File: src/rtl/mux2_rr_stage.sv
// Round-robin two-source selector feeding one registered output word, with per-source beat counters.
// One cycle from source transfer to out_valid; the source readies drop whenever the held word is not drained.
module mux2_rr_stage #(
    parameter int WIDTH = 16,
    parameter int CNT_W = 8
) (
    input  logic             clk,
    input  logic             rst_n,
    input  logic             a_valid,
    input  logic [WIDTH-1:0] a_data,
    output logic             a_ready,
    input  logic             b_valid,
    input  logic [WIDTH-1:0] b_data,
    output logic             b_ready,
    output logic             out_valid,
    output logic [WIDTH-1:0] out_data,
    output logic             out_src,
    input  logic             out_ready,
    output logic [CNT_W-1:0] a_count,
    output logic [CNT_W-1:0] b_count
);

    logic             out_valid_q, out_valid_d;
    logic [WIDTH-1:0] out_data_q,  out_data_d;
    logic             out_src_q,   out_src_d;
    logic             last_src_q,  last_src_d;
    logic [CNT_W-1:0] a_cnt_q,     a_cnt_d;
    logic [CNT_W-1:0] b_cnt_q,     b_cnt_d;

    logic can_load;
    logic grant_a;
    logic grant_b;
    logic xfer_a;
    logic xfer_b;

    always_comb begin
        can_load = !out_valid_q || out_ready;
        // On contention the source that did not win last time goes first.
        grant_b  = b_valid && (!a_valid || !last_src_q);
        grant_a  = a_valid && !grant_b;
        xfer_a   = can_load && grant_a;
        xfer_b   = can_load && grant_b;

        out_valid_d = out_valid_q;
        out_data_d  = out_data_q;
        out_src_d   = out_src_q;
        last_src_d  = last_src_q;
        a_cnt_d     = a_cnt_q;
        b_cnt_d     = b_cnt_q;

        if (xfer_a) begin
            out_valid_d = 1'b1;
            out_data_d  = a_data;
            out_src_d   = 1'b0;
            last_src_d  = 1'b0;
            a_cnt_d     = a_cnt_q + {{(CNT_W-1){1'b0}}, 1'b1};
        end else if (xfer_b) begin
            out_valid_d = 1'b1;
            out_data_d  = b_data;
            out_src_d   = 1'b1;
            last_src_d  = 1'b1;
            b_cnt_d     = b_cnt_q + {{(CNT_W-1){1'b0}}, 1'b1};
        end else if (out_ready) begin
            out_valid_d = 1'b0;
        end
    end

    always_ff @(posedge clk or negedge rst_n) begin
        if (!rst_n) begin
            out_valid_q <= 1'b0;
            out_data_q  <= '0;
            out_src_q   <= 1'b0;
            last_src_q  <= 1'b1;
            a_cnt_q     <= '0;
            b_cnt_q     <= '0;
        end else begin
            out_valid_q <= out_valid_d;
            out_data_q  <= out_data_d;
            out_src_q   <= out_src_d;
            last_src_q  <= last_src_d;
            a_cnt_q     <= a_cnt_d;
            b_cnt_q     <= b_cnt_d;
        end
    end

    assign a_ready   = xfer_a;
    assign b_ready   = xfer_b;
    assign out_valid = out_valid_q;
    assign out_data  = out_data_q;
    assign out_src   = out_src_q;
    assign a_count   = a_cnt_q;
    assign b_count   = b_cnt_q;

endmodule

File: config.mk
export PLATFORM = sky130hd
export DESIGN_NAME = mux2_rr_stage
export DESIGN_NICKNAME = d
export VERILOG_FILES = /design/src/rtl/mux2_rr_stage.sv
export SDC_FILE = /design/constraint.sdc
export NUM_CORES = 1
export LEC_CHECK = 0
export BUFFER_PORTS_ARGS = -buffer_cell sky130_fd_sc_hd__buf_2
export CAP_MARGIN = 20
export CORE_UTILIZATION = 49
export CTS_BUF_LIST = sky130_fd_sc_hd__clkbuf_16
export DETAILED_ROUTE_END_ITERATION = 12
export PLACE_DENSITY = 0.79
export REMOVE_ABC_BUFFERS = 1
export SYNTH_ARGS = -nofsm -noshare
export SYNTH_HDL_FRONTEND = slang
export SYNTH_SLANG_ARGS = --single-unit
File: constraint.sdc
create_clock -name clk -period 2.1 [get_ports clk]
set_input_delay 0.21 -clock clk [delete_from_list [all_inputs] [get_ports clk]]
set_output_delay 0.21 -clock clk [all_outputs]
set_load 0.01 [all_outputs]
# After elaboration in Yosys (flattened, before gate mapping)
# Index checks and enable logic that the tools add are counted.
# totals
register_bits	35
latchBits	0
mem_bits_ro	0
memories	0
ram_bits	0
# op_classes
reduce_logical	13
eq_ne	0
mul	0
n_mux	7
add_sub_neg	2
magnitude_cmp	0
n_div	0
shifts	0
bitwise_logic	1
# op_table
operator	count
$mux W16	2
$add A8 B1 Y8 const B	2
$mux W1	5
$logic_and A1 B1 Y1	4
$logic_not A1 Y1	4
$reduce_bool A3 Y1	1
$logic_or A1 B1 Y1	2
$reduce_and A2 Y1	1
$reduce_bool A2 Y1	1
$not A1 Y1	1

# Logic depth before layout (Yosys ltp)
# Gate-level depths: netlist of run 1.
# depth
word_depth	8
mapped_depth	6
depth_no_buf	4

# Least setup slack after synthesis of run 1
# OpenSTA, ideal clock, no wires.
# synth_path
kind	reg2reg
start	reg last_src_q
end	reg a_cnt_q[4], in the netlist a_count[4]
required_ns	1.973
path_slack_ns	0.686
n_path_buf	1
path_stages_with_launch	6
arrival_ns	1.288
path_cell_list	dfstp_2 and2b_4 nor3_4 buf_6 nand4_4 xnor2_2
# synth_via
elab_chain_cells	6
# synth_rtl
item	line	source
from (decl)	26	logic last_src_q, last_src_d;
from (signal assigned)	80	last_src_q <= last_src_d;
$logic_not A1 Y1	39	grant_b = b_valid && (!a_valid || !last_src_q);
$logic_or A1 B1 Y1	39	
$logic_and A1 B1 Y1	39	
$logic_not A1 Y1	40	grant_a = a_valid && !grant_b;
$logic_and A1 B1 Y1	40	
$logic_and A1 B1 Y1	41	xfer_a = can_load && grant_a;
to (signal assigned)	81	a_cnt_q <= a_cnt_d;
to (decl)	27	logic [CNT_W-1:0] a_cnt_q, a_cnt_d;
# No other way between the ends.
# A chain may end at the register's enable or synchronous reset.

# Worst setup path after layout of run 1
# layout_path
start	reg last_src_q
end	out a_ready
# layout_via
elab_chain_cells	6
# layout_rtl
item	line	source
$logic_not A1 Y1	39	
$logic_or A1 B1 Y1	39	
$logic_and A1 B1 Y1	39	
$logic_not A1 Y1	40	
$logic_and A1 B1 Y1	40	
$logic_and A1 B1 Y1	41	
to (decl)	11	output logic a_ready,
# No other way between the ends.

==> qor.yml, run 1 <==
cts:
  clk_path_buf_depth: 2
  cts_post_setup_buffers_inserted: 0
  clock-sinks: 35
  htree_levels: 2
  path_clk_slew_ps: 50
  holdBufCountCts: 0
  ctsResizeCount: 0
  cts-root-buf: "clkbuf_16"
  cts_made_buffers: 5
  cts_tree: "done"
  clk_latency_ps: 270
setup_path:
  required_ps: 1890
  start_kind: "register"
  worstPathArrival_ps: 1660
  reg2reg_slack_ps: 560
  critical_path_class: "register to output pin"
  critPathCaptureType: "output pin"
  cp_max_fo: 18
grt:
  grt_max_degree: 36
  grt_pass1_wl_um: 5720
  grt-ovfl-total: 0
  grt_pass1_vias: 1329
  grt.total_usage: 0.229
  antenna_found_initial: 0
final_layout:
  layout-drive-gt1-share: 0.416
  num-fill-cells: 250
  synthToLayoutAreaGrowth_pct: 33.7
  fin_util: 0.689
  antenna_cells: 0
  nets: 252
synthesis:
  seq_area_frac_synth: 0.558
  syn_avg_cell_area_um2: 11.5
  synth_area_leaders: "dfrtp_1 (54%), a22oi_1 (7.6%), o21ai_0 (5.4%)"
  synth_top_cell_by_area: "dfrtp_1"
  ys_ff_latch: 35
  synth_edf_count: 0
  ys.flop_type: "dfrtp_1"
  async_flop_share: 1.00
  yosysWarnings: 0
  syn_area_um2: 1570
  synth_top_cell_area_share: 0.541
  netlist_instances: 137
  synthDistinctLibCells: 26
route:
  vias_per_cell: 5.02
  wl_per_cell_um: 12.9
  first_iter_violations: 32
  routed_wl_um: 3330
  via_count: 1295
  first_pass_iters: 4
  antenna_left: 0
  drc: 0
power:
  p_leak_nw: 1.10
  vdd_drop_max_mv: 0.654
  p_switching_uw: 724
  p_int_mw: 1.56
  clock_power_share: 0.292
  p_comb_frac: 0.263
  power.density_nw_per_um2: 1090
  seqPwrFrac: 0.445
  p_total_mw: 2.29
  p_sw_frac: 0.317
sta:
  period_share: 0.890
  finClkSkew_ps: 3.66
  fmax_ghz: 0.535
  setup_viol: 0
  slew_headroom: 0.501
  tns_ps: 0
  worstMarginPinSlew_ps: 749
  rsz0062_at_grt: "false"
  hold_viol_final: 0
  fin_crit_ps: 1870
  drv_slew: 0
  layout_setup_ws_ps: 231
placement:
  io_buffer_count: 72
  post-place-ws_ps: 525
  hpwlAfterDp_um: 2440
  gp_congestion: 0.793
die:
  die_height_um: 58.7
  initial_core_util: 0.515
  die_area_um2: 3440
  core_um2: 3050
  rows: 20
  io_pins: 73
  die_x_um: 58.7
run_status:
  status: "finished clean"
worst_hold_path:
  min_path_type: "input pin to async pin"
flow_run:
  maxCapViolations: 0
==> path summary, 6_finish.rpt <==
check,from,end,depth (start not counted)
worst max-delay path,last_src_q,a_ready,4
worst min-delay path,rst_n,out_data[7],1
worst max register to register,last_src_q,a_count[1],3
worst min register to register,b_count[7],b_count[7],1
max in group asynchronous,rst_n,out_valid,1
min in group clk,b_data[2],out_data[2],3
==> final cells by class <==
cell class	instances	area, um2	area share
inverter	17	63.8	0.0303
sequential	35	877	0.417
clock inverter	3	11.3	0.00535
timing repair buffer	75	395	0.188
tap	44	55.1	0.0262
clock buffer	5	125	0.0595
multi-input combinational	79	576	0.274
==> cells by family (layout without fill, tap and decap cells) <==
group / after synthesis / after routing / share of synthesized area
adders and majority gates: 2 / 2 / 0.0159
buffers and inverters: 23 / 100 / 0.0764
and+or+nand+nor: 26 / 26 / 0.115
DFF: 35 / 35 / 0.558
AOI/OAI and AO/OA: 35 / 35 / 0.138
xor gates and xnor gates: 14 / 14 / 0.0827
muxes: 2 / 2 / 0.0143
==> synthesized netlist by cell type, types with 2 or more instances <==
| master | n |
|---|---|
| a22oi_1 | 16 |
| nand3_1 | 2 |
| nand4_1 | 5 |
| buf_6 | 4 |
| nand2b_1 | 2 |
| and2b_4 | 2 |
| and3_1 | 4 |
| xnor2_1 | 9 |
| ha_1 | 2 |
| inv_1 | 17 |
| nand2_1 | 5 |
| mux2_2 | 2 |
| dfrtp_1 | 34 |
| nor2_1 | 2 |
| o21ai_0 | 17 |
| xor2_1 | 4 |
==> critical path: stages (launching register included) <==
cell,delay (ps)
dfstp_2,550
and2b_4,200
nor3_4,290
buf_12,200
buf_2,140
==> routing by layer <==
layer	vias to the layer above	routed length, um	part of all wire	global-route usage
met1	618	1390	0.42	0.260
li1	623	-	-	-
met2	44	1680	0.50	0.389
met3	10	182	0.055	0.0835
met5	-	0	0	0
met4	0	87	0.026	0.0952
==> power by group through the flow <==
stage                     registers (mW)  clock network (mW)  logic (mW)
after CTS                           1.02               0.691       0.610
after floorplan                     1.08                   0       0.251
after global placement              1.01                   0       0.582
final                               1.02               0.667       0.602
after detailed placement            1.03                   0       0.605
after global routing                1.05               0.716       0.682
==> sequential cells by signal, indices dropped and copies added, names as in the netlist <==
signal	flops
out_data	16
a_count	8
b_count	8
last_src_q	1
out_src	1
out_valid	1
==> through the flow <==
step / instance area [um2] / hold WS, ps / instances
2_1_floorplan: 1520 / -85.6 / 131
3_3_place_gp: 1970 / 305 / 250
3_5_place_dp: 1970 / 320 / 250
4_1_cts: 2100 / 27.2 / 258
5_1_grt: 2100 / 73.0 / 258
6_report: 2100 / 3.06 / 258
==> layout by cell type, fill, tap and decap left out, types with 2 or more instances in the layout <==
cell type,n
clkbuf_16,5
a22oi_1,16
o21ai_0,17
nand4_1,5
nor2_1,2
xor2_1,4
mux2_2,2
inv_1,18
dfrtp_1,34
nand2_1,5
xnor2_1,9
buf_2,72
and3_1,4
nand2b_1,2
buf_4,2
ha_1,2
and2b_4,2
nand3_1,2
clkinv_1,2
Power figures use the tool's default switching activity.
==> run 2, diff against run 1 <==
--- a/config.mk
+++ b/config.mk
@@ -5,7 +5,7 @@
 export SDC_FILE = /design/constraint.sdc
 export NUM_CORES = 1
 export LEC_CHECK = 0
-export BUFFER_PORTS_ARGS = -buffer_cell sky130_fd_sc_hd__buf_2
+export BUFFER_PORTS_ARGS = -buffer_cell sky130_fd_sc_hd__buf_4
 export CAP_MARGIN = 20
 export CORE_UTILIZATION = 49
 export CTS_BUF_LIST = sky130_fd_sc_hd__clkbuf_16
==> run 2 against run 1 <==
Effect of this change:
- via count grew 3.0%
- clock power grew 2%
- power grew 6.0%
- non-clock buffer count grew 2
- sequential share of layout area shrank 3.4 points
- utilization grew 6.1 points
- die area is the same
- sequential power is essentially flat
- maximum frequency grew 5.4%
- worst setup slack gained 95 ps
- clock skew shrank 0.95 ps
- design area grew 8.8%
- critical path type unchanged
- largest cell class unchanged
==> qor.yml, run 2 (synthesized netlist as in run 1, its figures left out) <==
route:
  vias_per_cell: 5.13  # +2.2%
  antenna_left: 0  # unchanged
  first_pass_iters: 4  # unchanged
  drc: 0  # unchanged
  via_count: 1334  # +3.0%
  routed_wl_um: 3860  # +16%
  wl_per_cell_um: 14.9  # +15%
  first_iter_violations: 63  # +97%
final_layout:
  largest_reg_flops: 16  # unchanged
  seq_area_um2: 877  # unchanged
  synthToLayoutAreaGrowth_pct: 45.5
  layout-drive-gt1-share: 0.417  # +0.000779
  final_common_cell: "buf_4"
  antenna_cells: 0  # unchanged
  nets: 254  # +0.79%
  multiInputGateArea_um2: 576  # unchanged
  design_area_um2: 2290  # +8.8%
  num-fill-cells: 237  # -5.2%
  mostFrequentLayoutCells: "buf_4 (76), dfrtp_1 (34), inv_1 (18), o21ai_0 (17), a22oi_1 (16)"
sta:
  fin_crit_ps: 1770  # -95.1 ps
  slew_headroom: 0.705  # +0.205
  period_share: 0.845  # -0.0453
  hold_viol_final: 0  # unchanged
  setup_viol: 0  # unchanged
  worstMarginPinSlew_ps: 442  # -307 ps
  layout_setup_ws_ps: 326  # +95.1 ps
  drv_slew: 0  # unchanged
  rsz0062_at_grt: "false"
  fmax_ghz: 0.564  # +5.4%
  finClkSkew_ps: 2.70  # -0.953 ps
  tns_ps: 0  # unchanged
die:
  die_area_um2: 3440  # unchanged
  die_height_um: 58.7  # unchanged
  initial_core_util: 0.515  # unchanged
  rows: 20  # unchanged
  die_x_um: 58.7  # unchanged
  core_um2: 3050  # unchanged
  io_pins: 73  # unchanged
setup_path:
  critPathCaptureType: "output pin"
  critical_path_class: "register to output pin"
  cp_max_fo: 8  # -10
  start_kind: "register"
  required_ps: 1890  # about the same
  worstPathArrival_ps: 1560  # -100 ps
grt:
  grt-ovfl-total: 0  # unchanged
  antenna_found_initial: 0  # unchanged
  grt_pass1_wl_um: 6240  # +9.2%
  grt.total_usage: 0.252  # +0.0233
  grt_pass1_vias: 1379  # +3.8%
  grt_max_degree: 36  # unchanged
placement:
  gp_congestion: 0.756  # -4.7%
  io_buffer_count: 72  # unchanged
  placed_cell_area_um2: 2140  # +8.9%
  post-place-ws_ps: 433  # -92.3 ps
  hpwlAfterDp_um: 2770  # +14%
cts:
  cts-root-buf: "clkbuf_16"
  cts_post_setup_buffers_inserted: 0  # unchanged
  path_clk_slew_ps: 50  # about the same
  cts_tree: "done"
  cts_made_buffers: 5  # unchanged
  clock-sinks: 35  # unchanged
  htree_levels: 2  # unchanged
  clk_latency_ps: 280  # about the same
  clk_path_buf_depth: 2  # unchanged
power:
  p_leak_nw: 1.15  # +5.1%
  power.density_nw_per_um2: 1060  # -2.6%
  vdd_drop_max_mv: 0.633  # -3.3%
worst_hold_path:
  min_path_type: "input pin to register"
flow_run:
  maxCapViolations: 0  # unchanged
run_status:
  status: "finished clean"
## run 2: cell type report
class	instances	area share
Sequential cell	35	0.383
Timing Repair Buffer	77	0.254
Multi-Input combinational cell	79	0.252
Clock buffer	5	0.0547
Inverter	17	0.0279
Tap cell	44	0.0241
Clock inverter	3	0.00492
## run 2: repair_timing
action | 4_1_cts | 5_1_grt
resized for setup | 0 | 0
hold endpoints to repair | 34 | 0
setup endpoints to repair | 0 | 0
hold buffers | 1 | 0
## run 2: path summary, 6_finish.rpt
check | startpoint | to | slack, ps | cells past startpoint
hold / removal | a_valid | last_src_q | 140 | 2
min in group asynchronous | rst_n | out_data[10] | 420 | 2
hold reg to reg | b_count[7] | b_count[7] | 470 | 1
setup / recovery | last_src_q | a_ready | 330 | 3
setup reg to reg | last_src_q | out_data[11] | 410 | 5
max in group asynchronous | rst_n | last_src_q | 1340 | 2
## run 2: where the power goes
group | internal [mW] | total (mW) | switching [mW] | leakage (nW)
clock network | 0.426 | 0.683 | 0.257 | 0.0701
registers | 0.845 | 1.03 | 0.184 | 0.434
logic | 0.395 | 0.712 | 0.317 | 0.647
## run 2: per-layer routing
metal | track usage | vias up | part of all wire
met2 | 0.447 | 53 | 0.54
met5 | 0 | - | 0
met4 | 0.109 | 0 | 0.023
li1 | - | 628 | -
met3 | 0.0923 | 11 | 0.064
met1 | 0.269 | 642 | 0.37
## run 2: worst max-delay path, stage by stage (launching register included)
cell and delay (ps):
dfstp_2 560, and2b_4 210, nor3_4 320, buf_4 210
## run 2: metrics by stage
step                      instances  utilization  total power, mW  hold slack (ps)
after floorplan                 131            -             1.33            -85.6
after global placement          251        0.702             1.71              178
after detailed placement        251        0.702             1.75              179
after CTS                       260        0.750             2.44              138
after global routing            260        0.750             2.55              150
final                           260        0.750             2.42              139
==> run 3, diff against run 2 <==
--- a/config.mk
+++ b/config.mk
@@ -5,12 +5,13 @@
 export SDC_FILE = /design/constraint.sdc
 export NUM_CORES = 1
 export LEC_CHECK = 0
+export ABC_AREA = 1
 export BUFFER_PORTS_ARGS = -buffer_cell sky130_fd_sc_hd__buf_4
 export CAP_MARGIN = 20
-export CORE_UTILIZATION = 49
+export CORE_UTILIZATION = 47
 export CTS_BUF_LIST = sky130_fd_sc_hd__clkbuf_16
 export DETAILED_ROUTE_END_ITERATION = 12
-export PLACE_DENSITY = 0.79
+export PLACE_DENSITY = 0.75
 export REMOVE_ABC_BUFFERS = 1
 export SYNTH_ARGS = -nofsm -noshare
 export SYNTH_HDL_FRONTEND = slang
==> constraint.sdc (replaced) <==
create_clock -name clk -period 1.8 [get_ports clk]
set_input_delay 0.18 -clock clk [delete_from_list [all_inputs] [get_ports clk]]
set_output_delay 0.18 -clock clk [all_outputs]
set_load 0.01 [all_outputs]
==> run 3 against run 2 <==
Effect of this change:
- register-to-register slack got worse by 60 ps
- worst setup slack got worse by 220 ps
- area after synthesis rose by 11%
- critical path type unchanged
==> qor.yml, run 3 <==
cts:
  path_clk_slew_ps: 50  # about the same
  cts-root-buf: "clkbuf_16"
  clock-sinks: 35  # unchanged
  htree_levels: 2  # unchanged
  clk_path_buf_depth: 2  # unchanged
  cts_tree: "done"
  clk_latency_ps: 280  # about the same
  cts_made_buffers: 5  # unchanged
placement:
  gp_congestion: 0.776  # +2.7%
  io_buffer_count: 72  # unchanged
  hpwlAfterDp_um: 2830  # +2.2%
  post-place-ws_ps: 338  # -94.6 ps
setup_path:
  cp_cell_sequence: "nand2_1 > nand2_2 > nand3_2 > clkinv_2 > buf_4"
  start_kind: "register"
  worst-path-stages: 5  # +2
  worstPathArrival_ps: 1510  # -50 ps
  crit_buf_inv: 2  # +1
  critPathCapture: "a_ready"
  critPathCaptureType: "output pin"
  slowest_stage: "dfstp_2"
  critical-path-top-delay-family: "flip-flops"
  reg2reg_depth: 6  # +1
  cpPeakStageDelay_ps: 530  # -30 ps
  r2r-start: "last_src_q"
  cp-startpoint: "last_src_q"
  required_ps: 1620  # -270 ps
  r2r_end: "a_count[5]"
  critical_path_class: "register to output pin"
  reg2reg_slack_ps: 350  # -60 ps
  cp_max_fo: 22  # +14
run_status:
  status: "finished clean"
power:
  power.density_nw_per_um2: 1240  # +17%
  p_leak_nw: 1.29  # +12%
  vdd_drop_max_mv: 0.586  # -7.4%
sta:
  hold_viol_final: 0  # unchanged
  rsz0062_at_grt: "false"
  period_share: 0.938
  layout_setup_ws_ps: 111  # -215 ps
  tns_ps: 0  # unchanged
  finClkSkew_ps: 4.35  # +1.65 ps
  setup_viol: 0  # unchanged
  fmax_ghz: 0.592
  worstMarginPinSlew_ps: 427  # -14.9 ps
  fin_crit_ps: 1690
  slew_headroom: 0.715  # +0.00993
  drv_slew: 0  # unchanged
die:
  io_pins: 73  # unchanged
  rows: 21  # +5.0%
  die_height_um: 62.8  # +7.1%
  die_area_um2: 3950  # +15%
  core_um2: 3440  # +13%
  initial_core_util: 0.505  # -0.0103
  die_x_um: 62.8  # +7.1%
synthesis:
  synth_common_cells: "nand2_1 (96), nand3_1 (39), dfrtp_1 (34)"
  syn_avg_cell_area_um2: 7.94  # -31%
  synth_area_leaders: "dfrtp_1 (49%), nand2_1 (21%), nand3_1 (11%)"
  synth_edf_count: 0  # unchanged
  synth_top_cell_area_share: 0.490  # -0.0514
  ys_ff_latch: 35  # unchanged
  ys.flop_type: "dfrtp_1"
  netlist_instances: 219  # +60%
  synth_top_cell_by_area: "dfrtp_1"
  synthDistinctLibCells: 18  # -31%
  yosysWarnings: 0  # unchanged
  seq_area_frac_synth: 0.505  # -0.0530
  async_flop_share: 1.00  # unchanged
  yosysMostFrequentCell: "nand2_1"
  syn_area_um2: 1740  # +11%
grt:
  grt_max_degree: 36  # unchanged
  grt.total_usage: 0.232  # -0.0196
  grt-ovfl-total: 0  # unchanged
  antenna_found_initial: 0  # unchanged
  grt_pass1_vias: 1611  # +17%
  grt_pass1_wl_um: 6950  # +11%
route:
  via_count: 1676  # +26%
  vias_per_cell: 4.93  # -3.9%
  first_pass_iters: 4  # unchanged
  wl_per_cell_um: 12.1  # -19%
  drc: 0  # unchanged
  first_iter_violations: 127  # +100%
  antenna_left: 0  # unchanged
  routed_wl_um: 4100  # +6.1%
final_layout:
  nets: 332  # +31%
  synthToLayoutAreaGrowth_pct: 40.6
  mostFrequentLayoutCells: "nand2_1 (96), buf_4 (75), nand3_1 (39), dfrtp_1 (34), inv_1 (14)"
  layout-drive-gt1-share: 0.306  # -0.111
  num-fill-cells: 284  # +20%
  largest_reg_flops: 16  # unchanged
  multiInputGateArea_um2: 741  # +29%
  antenna_cells: 0  # unchanged
  seq_area_um2: 877  # unchanged
  final_common_cell: "nand2_1"
worst_hold_path:
  hp-start: "b_data[0]"
  min_path_type: "input pin to register"
flow_run:
  maxCapViolations: 0  # unchanged
==> run 3: how the worst min path moves through the flow <==
| stage | to | slack (ps) | depth (start not counted) |
|---|---|---|---|
| floorplan | a_count[0] | -120 | 0 |
| global placement | b_count[1] | 160 | 1 |
| detailed placement | b_count[1] | 150 | 1 |
| CTS | out_data[0] | 110 | 3 |
| global route | out_data[7] | 110 | 3 |
| finish | out_data[0] | 110 | 3 |
==> run 3: cell families after synthesis <==
logic type | Yosys count | share of synthesized area
AND/OR/NAND/NOR | 149 | 0.364
XOR/XNOR | 8 | 0.0403
AO/OA/AOI/OAI | 2 | 0.00792
buffers and inverters | 23 | 0.0691
adder cells (fa/ha/maj) | 2 | 0.0144
flip-flops | 35 | 0.505
==> run 3: what timing repair did <==
item	in CTS	in global routing
endpoints found under the setup margin	0	1
hold buffers	1	0
buffers inserted	0	0
resized for setup	0	1
endpoints found under the hold margin	34	0
==> run 3: power by group <==
part | total, mW | internal [mW] | leakage, nW | switching (mW)
Combinational | 1.01 | 0.513 | 0.784 | 0.499
Sequential | 1.21 | 1.01 | 0.436 | 0.206
Clock | 0.809 | 0.504 | 0.0710 | 0.305
==> run 3: layout make-up <==
| cell class | instances | share of cell area |
|---|---|---|
| Sequential cell | 35 | 0.359 |
| Multi-Input combinational cell | 161 | 0.303 |
| Clock buffer | 5 | 0.0512 |
| Timing Repair Buffer | 76 | 0.235 |
| Clock inverter | 3 | 0.00666 |
| Inverter | 14 | 0.0220 |
| Tap cell | 46 | 0.0236 |
==> run 3: layer usage <==
layer	part of all wire	up-vias	routed length, um	global-route usage
li1	-	833	-	-
met1	0.43	774	1750	0.273
met2	0.47	59	1950	0.367
met3	0.068	10	277	0.0748
met4	0.030	0	125	0.142
met5	0	-	0	0
==> run 3: per-stage QoR <==
step / hold WS (ps) / cell area (um2) / utilization / std cells / power [mW]
floorplan: -116 / 1670 / - / 210 / 1.70
global route: 114 / 2440 / 0.710 / 340 / 3.25
detailed placement: 152 / 2290 / 0.666 / 331 / 2.24
CTS: 111 / 2440 / 0.710 / 340 / 3.07
global placement: 156 / 2290 / 0.666 / 331 / 2.22
finish: 114 / 2440 / 0.710 / 340 / 3.04
==> run 3: worst reg2reg max path, stage by stage (launching register included) <==
cell and delay, ps:
dfstp_2 530, nand2_1 80, nand2_2 100, nand3_2 80
buf_4 240, o21ai_0 210, nand2_1 70
